--- config.mk ---
export PLATFORM = sky130hd
export DESIGN_NAME = i2s_transmitter
export DESIGN_NICKNAME = d
export VERILOG_FILES = /design/src/rtl/i2s_transmitter.sv
export SDC_FILE = /design/constraint.sdc
export NUM_CORES = 1
export LEC_CHECK = 0
export CORE_ASPECT_RATIO = 1.1
export CORE_MARGIN = 5
export CORE_UTILIZATION = 40
export DETAILED_ROUTE_END_ITERATION = 8
export GPL_ROUTABILITY_DRIVEN = 0
export RECOVER_POWER = 25
export SETUP_SLACK_MARGIN = 0.2
export SYNTH_ARGS = -nofsm -noshare
export SYNTH_HDL_FRONTEND = slang
export SYNTH_SLANG_ARGS = --single-unit
--- constraint.sdc ---
create_clock -name mclk -period 5.5 [get_ports mclk]
set_input_delay 1.1 -clock mclk [delete_from_list [all_inputs] [get_ports mclk]]
set_output_delay 1.1 -clock mclk [all_outputs]
set_load 0.05 [all_outputs]
--- src/rtl/i2s_transmitter.sv ---
// i2s_transmitter: Philips-format I2S serialiser for stereo PCM pairs.
// Derives SCLK/LRCLK from MCLK and shifts each word out MSB first, starting one
// SCLK after the LRCLK edge. A one-entry holding register in front of the frame
// register gives a full frame of slack on the input side.
// Ports:
//   mclk       in   master clock, the only clock of the block
//   rst        in   synchronous active-high reset
//   din_left   in   left sample (two's complement)
//   din_right  in   right sample (two's complement)
//   din_valid  in   sample pair valid
//   din_ready  out  hold register empty; transfer on din_valid & din_ready
//   sdout      out  I2S serial data, changes on falling SCLK
//   mclk_out   out  mclk pass-through (combinational)
//   sclk_out   out  bit clock, mclk/MCLK_DIV, 50% duty
//   lrclk_out  out  word select, 0 = left slot, 1 = right slot
//   underrun   out  one-cycle pulse when a frame loads with no pending pair
module i2s_transmitter #(
  parameter int unsigned DATA_W   = 24,
  parameter int unsigned SLOT_W   = 32,
  parameter int unsigned MCLK_DIV = 8
) (
  input  logic              mclk,
  input  logic              rst,
  input  logic [DATA_W-1:0] din_left,
  input  logic [DATA_W-1:0] din_right,
  input  logic              din_valid,
  output logic              din_ready,
  output logic              sdout,
  output logic              mclk_out,
  output logic              sclk_out,
  output logic              lrclk_out,
  output logic              underrun
);

  localparam int unsigned FRAME_BITS = 2 * SLOT_W;
  localparam int unsigned CNT_W      = $clog2(FRAME_BITS);
  localparam int unsigned DIV_W      = $clog2(MCLK_DIV);

  localparam logic [DIV_W-1:0] DIV_LAST = DIV_W'(MCLK_DIV - 1);
  localparam logic [DIV_W-1:0] DIV_HALF = DIV_W'(MCLK_DIV / 2);
  localparam logic [CNT_W-1:0] BIT_LAST = CNT_W'(FRAME_BITS - 1);
  localparam logic [CNT_W-1:0] SLOT_C   = CNT_W'(SLOT_W);
  localparam logic [CNT_W-1:0] DATA_C   = CNT_W'(DATA_W);

  logic [DIV_W-1:0]  div_cnt_q, div_cnt_d;
  logic [CNT_W-1:0]  bit_cnt_q, bit_cnt_d;
  logic              hold_empty_q, hold_empty_d;
  logic [DATA_W-1:0] hold_l_q, hold_l_d, hold_r_q, hold_r_d;
  logic [DATA_W-1:0] tx_l_q, tx_l_d, tx_r_q, tx_r_d;
  logic              sclk_q, sclk_d;
  logic              lrclk_q, lrclk_d;
  logic              sdout_q, sdout_d;
  logic              underrun_q, underrun_d;

  logic              div_wrap;
  logic              frame_load;
  logic              accept;
  logic [CNT_W-1:0]  pos;
  logic [DATA_W-1:0] word;
  logic [DATA_W-1:0] word_sh;

  // Next-state logic; outputs are derived from next-state counters so they
  // settle in the same cycle the counters do.
  always_comb begin
    div_cnt_d    = div_cnt_q;
    bit_cnt_d    = bit_cnt_q;
    hold_empty_d = hold_empty_q;
    hold_l_d     = hold_l_q;
    hold_r_d     = hold_r_q;
    tx_l_d       = tx_l_q;
    tx_r_d       = tx_r_q;
    underrun_d   = 1'b0;
    sdout_d      = 1'b0;
    word_sh      = '0;

    div_wrap   = (div_cnt_q == DIV_LAST);
    frame_load = div_wrap && (bit_cnt_q == BIT_LAST);
    accept     = din_valid && hold_empty_q;

    div_cnt_d = div_wrap ? '0 : div_cnt_q + DIV_W'(1);
    if (div_wrap) begin
      bit_cnt_d = (bit_cnt_q == BIT_LAST) ? '0 : bit_cnt_q + CNT_W'(1);
    end

    // Frame boundary: move the held pair in, or send silence and flag it.
    if (frame_load) begin
      if (!hold_empty_q) begin
        tx_l_d       = hold_l_q;
        tx_r_d       = hold_r_q;
        hold_empty_d = 1'b1;
      end else begin
        tx_l_d     = '0;
        tx_r_d     = '0;
        underrun_d = 1'b1;
      end
    end

    // Accept only while empty, so this never collides with a successful load.
    if (accept) begin
      hold_l_d     = din_left;
      hold_r_d     = din_right;
      hold_empty_d = 1'b0;
    end

    sclk_d  = (div_cnt_d >= DIV_HALF);
    lrclk_d = (bit_cnt_d >= SLOT_C);
    pos     = lrclk_d ? bit_cnt_d - SLOT_C : bit_cnt_d;
    word    = lrclk_d ? tx_r_d : tx_l_d;

    // Slot position 0 is the Philips one-bit delay; positions past the word pad with 0.
    if ((pos != '0) && (pos <= DATA_C)) begin
      word_sh = word >> (DATA_C - pos);
      sdout_d = word_sh[0];
    end
  end

  always_ff @(posedge mclk) begin
    if (rst) begin
      div_cnt_q    <= '0;
      bit_cnt_q    <= '0;
      hold_empty_q <= 1'b1;
      hold_l_q     <= '0;
      hold_r_q     <= '0;
      tx_l_q       <= '0;
      tx_r_q       <= '0;
      sclk_q       <= 1'b0;
      lrclk_q      <= 1'b0;
      sdout_q      <= 1'b0;
      underrun_q   <= 1'b0;
    end else begin
      div_cnt_q    <= div_cnt_d;
      bit_cnt_q    <= bit_cnt_d;
      hold_empty_q <= hold_empty_d;
      hold_l_q     <= hold_l_d;
      hold_r_q     <= hold_r_d;
      tx_l_q       <= tx_l_d;
      tx_r_q       <= tx_r_d;
      sclk_q       <= sclk_d;
      lrclk_q      <= lrclk_d;
      sdout_q      <= sdout_d;
      underrun_q   <= underrun_d;
    end
  end

  assign din_ready = hold_empty_q;
  assign sdout     = sdout_q;
  assign mclk_out  = mclk;
  assign sclk_out  = sclk_q;
  assign lrclk_out = lrclk_q;
  assign underrun  = underrun_q;

endmodule

==> metrics.txt, run 1 <==
Internal Dissipation=1.39 mW; Clock power frac=46.8%; Max-slew headroom=-50.2%; Cell Area, Synth=4830 µm²; FF-to-FF Start=div_cnt_q[0]; failing checks=max-capacitance violations, max-slew violations; number of global-route vias before repair=3797; # resized after CTS=0; diode count=0; IO buf count=56; final wirelength=11600 µm; hold buffer count at cts=0; Min-Delay Path Class=register to register; reported net switching power=403 µW; DR vias=4122; register-to-register setup slack=1.55 ns; Leakage=2.06 nW; Clock Pin Slew Worst Setup and Hold Paths=0.07 ns; DIE AREA=14400 µm²; Post-Layout Cell Count=778; largest net degree at the start of global routing=111; Total GRT Usage=16.5%; max-slew violation count=111; top cells by area, synth=dfxtp_1 (45%), nand2_1 (11%), a21oi_1 (9.7%), mux4_2 (5.1%), clkbuf_1 (3.1%); register bit total from synthesis=109; post-synth top area cell=dfxtp_1; die height=125 µm; endpoints failing setup=0; initial core utilization=40.5%; number of synthesized flops with an enable pin=0; initial antenna violation count=0; Synth cell types=44; Comb pwr share=7.1%; hold path start=div_cnt_q[0]; fraction of registers with async set/reset=0%; final net count=675; Worst-Margin Slew=2.25 ns; TNS Setup=0 ns; yosys warns=0; core box area=11900 µm²; IO Count=57; share of post-route cells with drive strength above 1=7.53%; crit path DAT=3.69 ns; Die Span X=115 µm; sequential share of power=46.1%; postcts setup bufs=0; Fin. Hold Viols=0; Setup crit end kind=primary output; sequential area share after synthesis=45.1%; first-pass GRT wire length=18900 µm; WHS Path Cells=1; drt first-iter violations=286; commonest non-fill, non-tap cell in the layout=nand2_1; Finished Cell Area=5840 µm²; worst clock skew=0.00342 ns; DRT antenna net count=0; VDD IR-drop max=343 µV; # DRC=0; Hold EP=div_cnt_q[0]; Post-synth top flop=dfxtp_1; reg-to-reg endpoint=sdout; TritonCTS clock tree=built; switch share=22.5%; RSZ-0062 raised after global routing=no; Overflow after GRT=0; CP required=4.40 ns; post-synth top area share=45.1%; status=finished with violations; router iterations before antenna repair=5; Setup crit start kind=clock port; critical path fanouts, max=2; R2R depth=13; Mapped Cells=590; Final HPWL DP=7600 µm; fillers=1159; row cnt=42; max cap viols=1; most frequent cells in the layout=nand2_1 (147), dfxtp_1 (109), a21oi_1 (94); post-synthesis net count=645; Syn-to-layout area delta=20.8%; Clk Latency, worst-skew pair=0.46 ns; Placed Cells=760; pwr dens=306 nW/µm²; crit path kind=clock port to primary output; DR WL/cell=14.9 µm; Post-DP Area=5450 µm²; via/cell ratio=5.30; Syn Area/Cell=8.19 µm²
==> cells by family (layout without fill, tap and decap cells) <==
| family | after synthesis | after routing | share of synthesized area, % |
|---|---|---|---|
| simple gates | 262 | 262 | 25.1 |
| compound gates | 129 | 129 | 15.5 |
| flops | 109 | 109 | 45.1 |
| buf+inv | 62 | 96 | 5.10 |
| mux | 18 | 18 | 6.73 |
| xor+xnor | 6 | 6 | 1.40 |
| fa+ha+maj | 4 | 4 | 1.04 |
==> worst max-delay path by stage <==
stage / startpoint / endpoint / cells past startpoint
after detailed placement: mclk / mclk_out / 1
final: mclk / mclk_out / 3
after floorplan: div_cnt_q[2] / sdout / 13
after global placement: mclk / mclk_out / 1
after global routing: mclk / mclk_out / 3
after CTS: mclk / mclk_out / 3
==> layout make-up <==
cell class,count,area (µm²),share of cell area [%]
flip-flops and latches,109,2180,37.4
inverters,14,52.6,0.900
clock inverters,4,72.6,1.24
well taps,154,193,3.30
multi-input cells,419,2410,41.2
clock buffers,15,328,5.61
repair buffers,63,606,10.4
==> worst max-delay path, cell delays in order <==
cell,delay (ns)
clkbuf_16,0.12
clkbuf_16,0.13
clkdlybuf4s50_1,0.69
==> through the flow <==
step           util, %  hold slack [ns]  power [mW]  setup WS [ns]
6_report          49.0            0.425        1.79          0.714
4_1_cts           49.0            0.428        1.81          0.706
3_3_place_gp      45.7            0.416        1.01          0.978
5_1_grt           49.0            0.452        1.85          0.700
3_5_place_dp      45.7            0.418        1.01          0.978
2_1_floorplan        -            0.404       0.952           1.24
==> registers in the layout (all words and copies together) (netlist names) <==
register,cells
underrun,1
tx_r_q,24
lrclk_out,1
sdout,1
hold_r_q,24
bit_cnt_q,6
hold_l_q,24
din_ready,1
div_cnt_q,3
tx_l_q,24
==> power by group through the flow <==
stage	clock network (mW)	registers, mW	logic, mW
CTS	0.858	0.825	0.128
global placement	0.0419	0.843	0.125
detailed placement	0.0419	0.843	0.128
global route	0.884	0.827	0.142
floorplan	0.0392	0.843	0.0698
finish	0.836	0.825	0.127
==> Yosys cell counts, types with 2 or more instances <==
cell type / count
o311ai_0: 3
a311oi_1: 4
nor2b_1: 21
a311o_1: 3
mux4_2: 11
clkbuf_1: 40
nand2_1: 147
nand4b_1: 5
mux2_2: 5
o211ai_1: 3
a21oi_1: 94
and2_1: 6
a211o_1: 3
dfxtp_1: 109
nor3b_1: 7
ha_1: 4
nand2b_1: 4
nor2_1: 32
nor4_1: 14
buf_2: 2
inv_1: 14
a21boi_0: 3
a221oi_1: 2
buf_1: 4
nand3b_1: 6
nand4_1: 10
nand3_1: 5
nor3_1: 3
o21ai_0: 7
xor2_1: 4
o21ai_1: 2
==> per-layer routing <==
metal | track usage [%] | share of wire, %
met2 | 24.4 | 46
met1 | 23.1 | 49
met4 | 7.87 | 1.6
met5 | 0 | 0
met3 | 3.19 | 3.6
(Power assumes the default switching activity.)
==> run 2: changes to the inputs <==
==> constraint.sdc (replaced) <==
create_clock -name mclk -period 5.5 [get_ports mclk]
set_input_delay 0.55 -clock mclk [delete_from_list [all_inputs] [get_ports mclk]]
set_output_delay 0.55 -clock mclk [all_outputs]
set_load 0.05 [all_outputs]
==> run 2 against run 1 <==
The flow still finishes with violations (max-capacitance violations, max-slew violations). Utilization fell by 0.12 points. Critical path depth did not move. Register-to-register slack improved by 0.03 ns. Critical endpoint unchanged. Largest cell class unchanged.
==> metrics.txt, run 2 (same netlist as run 1, synthesis figures left out) <==
WHS=0.435 ns (was 0.425 ns); hold buffer count at cts=0 (unchanged); share of post-route cells with drive strength above 1=7.52% (was 7.53%); die height=125 µm (unchanged); Setup crit start kind=clock port (unchanged); max cap viols=1 (unchanged); failing checks=max-capacitance violations, max-slew violations (unchanged); Syn-to-layout area delta=20.5% (was 20.8%); TritonCTS clock tree=built (unchanged); worst clock skew=0.00516 ns (was 0.00342 ns); Finished Core Util=48.9% (was 49.0%); crit path DAT=3.69 ns (about the same); hold path start=div_cnt_q[0] (unchanged); Post-DP Area=5450 µm² (unchanged); core box area=11900 µm² (unchanged); commonest non-fill, non-tap cell in the layout=nand2_1 (unchanged); Hold EP=div_cnt_q[0] (unchanged); FF-to-FF Start=div_cnt_q[0] (unchanged); final wirelength=11700 µm (was 11600 µm); Design Power=1.76 mW (was 1.79 mW); Finished Cell Area=5830 µm² (was 5840 µm²); pwr dens=302 nW/µm² (was 306 nW/µm²); slowest CP cell=clkdlybuf4s50_1 (unchanged); # resized after CTS=0 (unchanged); DR vias=4139 (was 4122); Clk Latency, worst-skew pair=0.46 ns (about the same); number of global-route vias before repair=3944 (was 3797); WHS Path Cells=1 (unchanged); Overflow after GRT=0 (unchanged); DIE AREA=14400 µm² (unchanged); Die Span X=115 µm (unchanged); VDD IR-drop max=306 µV (was 343 µV); Clock Pin Slew Worst Setup and Hold Paths=0.07 ns (about the same); Top cell by count, worst path=clkbuf_16 (unchanged); drt first-iter violations=300 (was 286); row cnt=42 (unchanged); IO Count=57 (unchanged); Min-Delay Path Class=register to register (unchanged); Max-slew headroom=-220% (was -50.2%); reg-to-reg endpoint=sdout (unchanged); Leakage=2.05 nW (was 2.06 nW); Final HPWL DP=7770 µm (was 7600 µm); Fin. Hold Viols=0 (unchanged); # DRC=0 (unchanged); largest net degree at the start of global routing=111 (unchanged); critical path fanouts, max=2 (unchanged); crit path kind=clock port to primary output (unchanged); Total GRT Usage=16.7% (was 16.5%); CP delay by family, top=buffers and inverters (unchanged); status=finished with violations (unchanged); endpoints failing setup=0 (unchanged); via/cell ratio=5.31 (was 5.30); final net count=675 (unchanged); TNS Setup=0 ns (unchanged); register-to-register setup slack=1.58 ns (was 1.55 ns); initial core utilization=40.5% (unchanged); critical path buffer and inverter count=3 (unchanged); most frequent cells in the layout=nand2_1 (147), dfxtp_1 (109), a21oi_1 (94) (unchanged); Setup crit end kind=primary output (unchanged); first-pass GRT wire length=19300 µm (was 18900 µm); router iterations before antenna repair=4 (was 5); CP required=4.95 ns (was 4.40 ns); CP max stage delay=0.69 ns (about the same); DRT antenna net count=0 (unchanged); diode count=0 (unchanged); DR WL/cell=15.0 µm (was 14.9 µm); Worst-Margin Slew=4.80 ns (was 2.25 ns); initial antenna violation count=0 (unchanged); R2R depth=13 (unchanged); IO buf count=56 (unchanged); critical path, cell by cell=clkbuf_16, clkbuf_16, clkdlybuf4s50_1 (unchanged); RSZ-0062 raised after global routing=no (unchanged); postcts setup bufs=0 (unchanged); max-slew violation count=111 (unchanged)
==> run 2: changes by cell type in the layout (fill, tap and decap cells not counted) <==
| cell | before | now |
|---|---|---|
| bufinv_16 | 2 | 1 |
| clkbuf_1 | 1 | 2 |
| clkbuf_2 | 1 | 0 |
| clkinv_4 | 0 | 2 |
==> run 2: through the flow <==
| stage | worst slack [ns] | instances |
|---|---|---|
| after detailed placement | 1.53 | 760 |
| after global placement | 1.53 | 760 |
| after floorplan | 1.24 | 590 |
| after CTS | 1.25 | 779 |
| after global routing | 0.846 | 779 |
| final | 1.26 | 779 |
==> run 2: routing by layer <==
metal  vias to the layer above  GRT usage, %  part of all wire [%]
li1                       2081             -                     -
met1                      1948          23.5                    48
met2                        90          24.9                    46
met3                        20          2.46                   4.0
met4                         0          8.36                   2.2
met5                         -             0                     0
==> run 2: worst max path at each step <==
stage	from	endpoint	slack [ns]	depth (start not counted)
floorplan	div_cnt_q[2]	sdout	1.24	13
global placement	mclk	mclk_out	1.53	1
detailed placement	mclk	mclk_out	1.53	1
CTS	mclk	mclk_out	1.25	3
global route	rst	sdout	0.85	4
finish	mclk	mclk_out	1.26	3
==> run 2: cell type report <==
| type | instances | area [µm²] |
|---|---|---|
| flip-flops and latches | 109 | 2180 |
| clock buffers | 15 | 328 |
| well taps | 154 | 193 |
| inverters | 14 | 52.6 |
| clock inverters | 5 | 60.1 |
| multi-input cells | 419 | 2410 |
| repair buffers | 63 | 604 |
| fillers | 1160 | 6100 |
==> run 2: power by group <==
group / internal (mW) / switching, mW
Sequential: 0.813 / 0.0157
Clock: 0.472 / 0.338
Combinational: 0.0602 / 0.0631
==> run 3: changes to the inputs <==
==> constraint.sdc (replaced) <==
create_clock -name mclk -period 3.7 [get_ports mclk]
set_input_delay 0.37 -clock mclk [delete_from_list [all_inputs] [get_ports mclk]]
set_output_delay 0.37 -clock mclk [all_outputs]
set_load 0.05 [all_outputs]
==> run 3 against run 2 <==
The flow still finishes with violations (max-capacitance violations, max-slew violations). Sequential power grew 49%. Combinational power is 50% higher. Count of clock-buffer cells in the layout decreased by 1. First-iteration DRC count is 4.3% lower. Non-clock buffer count is 6 higher. Wire length down 1.5%. Hold slack worse by 0.0091 ns. Critical path type is now register to register. Largest cell class unchanged.
==> metrics.txt, run 3 (same netlist as run 1, synthesis figures left out) <==
status=finished with violations (unchanged); failing checks=max-capacitance violations, max-slew violations (unchanged); Overflow after GRT=0 (unchanged); Final HPWL DP=7720 µm (was 7770 µm); Setup crit end kind=register (was primary output); IO buf count=56 (unchanged); Setup crit start kind=register (was clock port); commonest non-fill, non-tap cell in the layout=nand2_1 (unchanged); largest net degree at the start of global routing=78 (was 111); Clock Pin Slew Worst Setup and Hold Paths=0.07 ns (about the same); diode count=0 (unchanged); Max-slew headroom=-24.1% (was -220%); fillers=1167 (was 1160); most frequent cells in the layout=nand2_1 (147), dfxtp_1 (108), a21oi_1 (94) (was nand2_1 (147), dfxtp_1 (109), a21oi_1 (94)); Worst-Margin Slew=1.86 ns (was 4.80 ns); # DRC=0 (unchanged); drt first-iter violations=287 (was 300); WHS=0.426 ns (was 0.435 ns); row cnt=42 (unchanged); initial core utilization=40.5% (unchanged); TritonCTS clock tree=built (unchanged); final wirelength=11500 µm (was 11700 µm); f_max=0.303 GHz; pwr dens=441 nW/µm² (was 302 nW/µm²); DR vias=4107 (was 4139); Fin. Hold Viols=0 (unchanged); Die Span X=115 µm (unchanged); final net count=681 (was 675); TNS Setup=0 ns (unchanged); DIE AREA=14400 µm² (unchanged); min Tclk post-route=3.30 ns; Total GRT Usage=16.9% (was 16.7%); max cap viols=1 (unchanged); hold buffer count at cts=0 (unchanged); Min-Delay Path Class=register to register (unchanged); DR WL/cell=14.7 µm (was 15.0 µm); DRT antenna net count=0 (unchanged); RSZ-0062 raised after global routing=no (unchanged); worst clock skew=0.00736 ns (was 0.00516 ns); critical path fanouts, max=8 (was 2); first-pass GRT wire length=19600 µm (was 19300 µm); core box area=11900 µm² (unchanged); Leakage=2.06 nW (was 2.05 nW); die height=125 µm (unchanged); IO Count=57 (unchanged); number of global-route vias before repair=4029 (was 3944); initial antenna violation count=0 (unchanged); CP required=4.04 ns (was 4.95 ns); router iterations before antenna repair=4 (unchanged); max-slew violation count=49 (was 111); via/cell ratio=5.23 (was 5.31); Syn-to-layout area delta=21.8% (was 20.5%); endpoints failing setup=0 (unchanged); share of post-route cells with drive strength above 1=8.87% (was 7.52%); final worst path period share=89.3%; crit path DAT=3.64 ns (was 3.69 ns); Clk Latency, worst-skew pair=0.46 ns (about the same); crit path kind=register to register (was clock port to primary output); VDD IR-drop max=329 µV (was 306 µV)
## run 3: repair_timing
item / in CTS / in global routing
endpoints found under the setup margin: 1 / 1
resized for setup: 0 / 3
pin swaps: 0 / 0
setup buffers: 2 / 0
## run 3: per-stage QoR
stage	std cells	area, µm²	worst slack, ns	total power [mW]	utilization (%)
6_report	785	5890	0.396	2.59	49.4
5_1_grt	785	5890	0.169	2.70	49.4
4_1_cts	785	5890	0.266	2.63	49.4
3_5_place_dp	764	5510	0.224	1.51	46.2
3_3_place_gp	764	5510	0.305	1.50	46.2
2_1_floorplan	590	4880	0.210	1.42	-
## run 3: path summary, 6_finish.rpt
kind / from / slack (ns) / endpoint / cells after the start
max: div_cnt_q[0] / 0.40 / sdout / 12
min: div_cnt_q[0] / 0.43 / div_cnt_q[0] / 1
max reg2reg: div_cnt_q[0] / 0.40 / sdout / 12
min reg2reg: div_cnt_q[0] / 0.43 / div_cnt_q[0] / 1
## run 3: cell type report
| class | instances | area (µm²) | share of cell area, % |
|---|---|---|---|
| tap | 154 | 193 | 3.27 |
| clock inverter | 6 | 63.8 | 1.08 |
| clock buffer | 14 | 314 | 5.33 |
| multi-input combinational | 419 | 2440 | 41.4 |
| inverter | 14 | 52.6 | 0.892 |
| sequential | 109 | 2190 | 37.1 |
| timing repair buffer | 69 | 642 | 10.9 |
## run 3: worst max-delay path, cell delays in order, from the launching register on
cell and delay (ns):
dfxtp_1 0.33, ha_1 0.16, ha_2 0.29, nand4_1 0.20, o21ai_4 0.18, ha_2 0.22, xnor3_2 0.37, buf_4 0.19
mux4_2 0.26, mux2_1 0.31, mux4_2 0.46, o2111ai_2 0.08, o221ai_2 0.11
## run 3: routing by layer
metal	vias to the layer above	track usage, %	part of all wire (%)	wire [µm]
met5	-	0	0	0
met4	0	8.77	2.4	280
met3	22	3.91	4.5	521
met2	94	24.4	46	5350
met1	1906	23.6	47	5370
li1	2085	-	-	-
## run 3: power by group
group	switching [mW]	leakage, nW	total, mW	internal [mW]
combinational	0.0945	0.996	0.184	0.0895
clock	0.499	0.179	1.18	0.680
sequential	0.0235	0.887	1.23	1.21
total	0.617	2.06	2.59	1.98
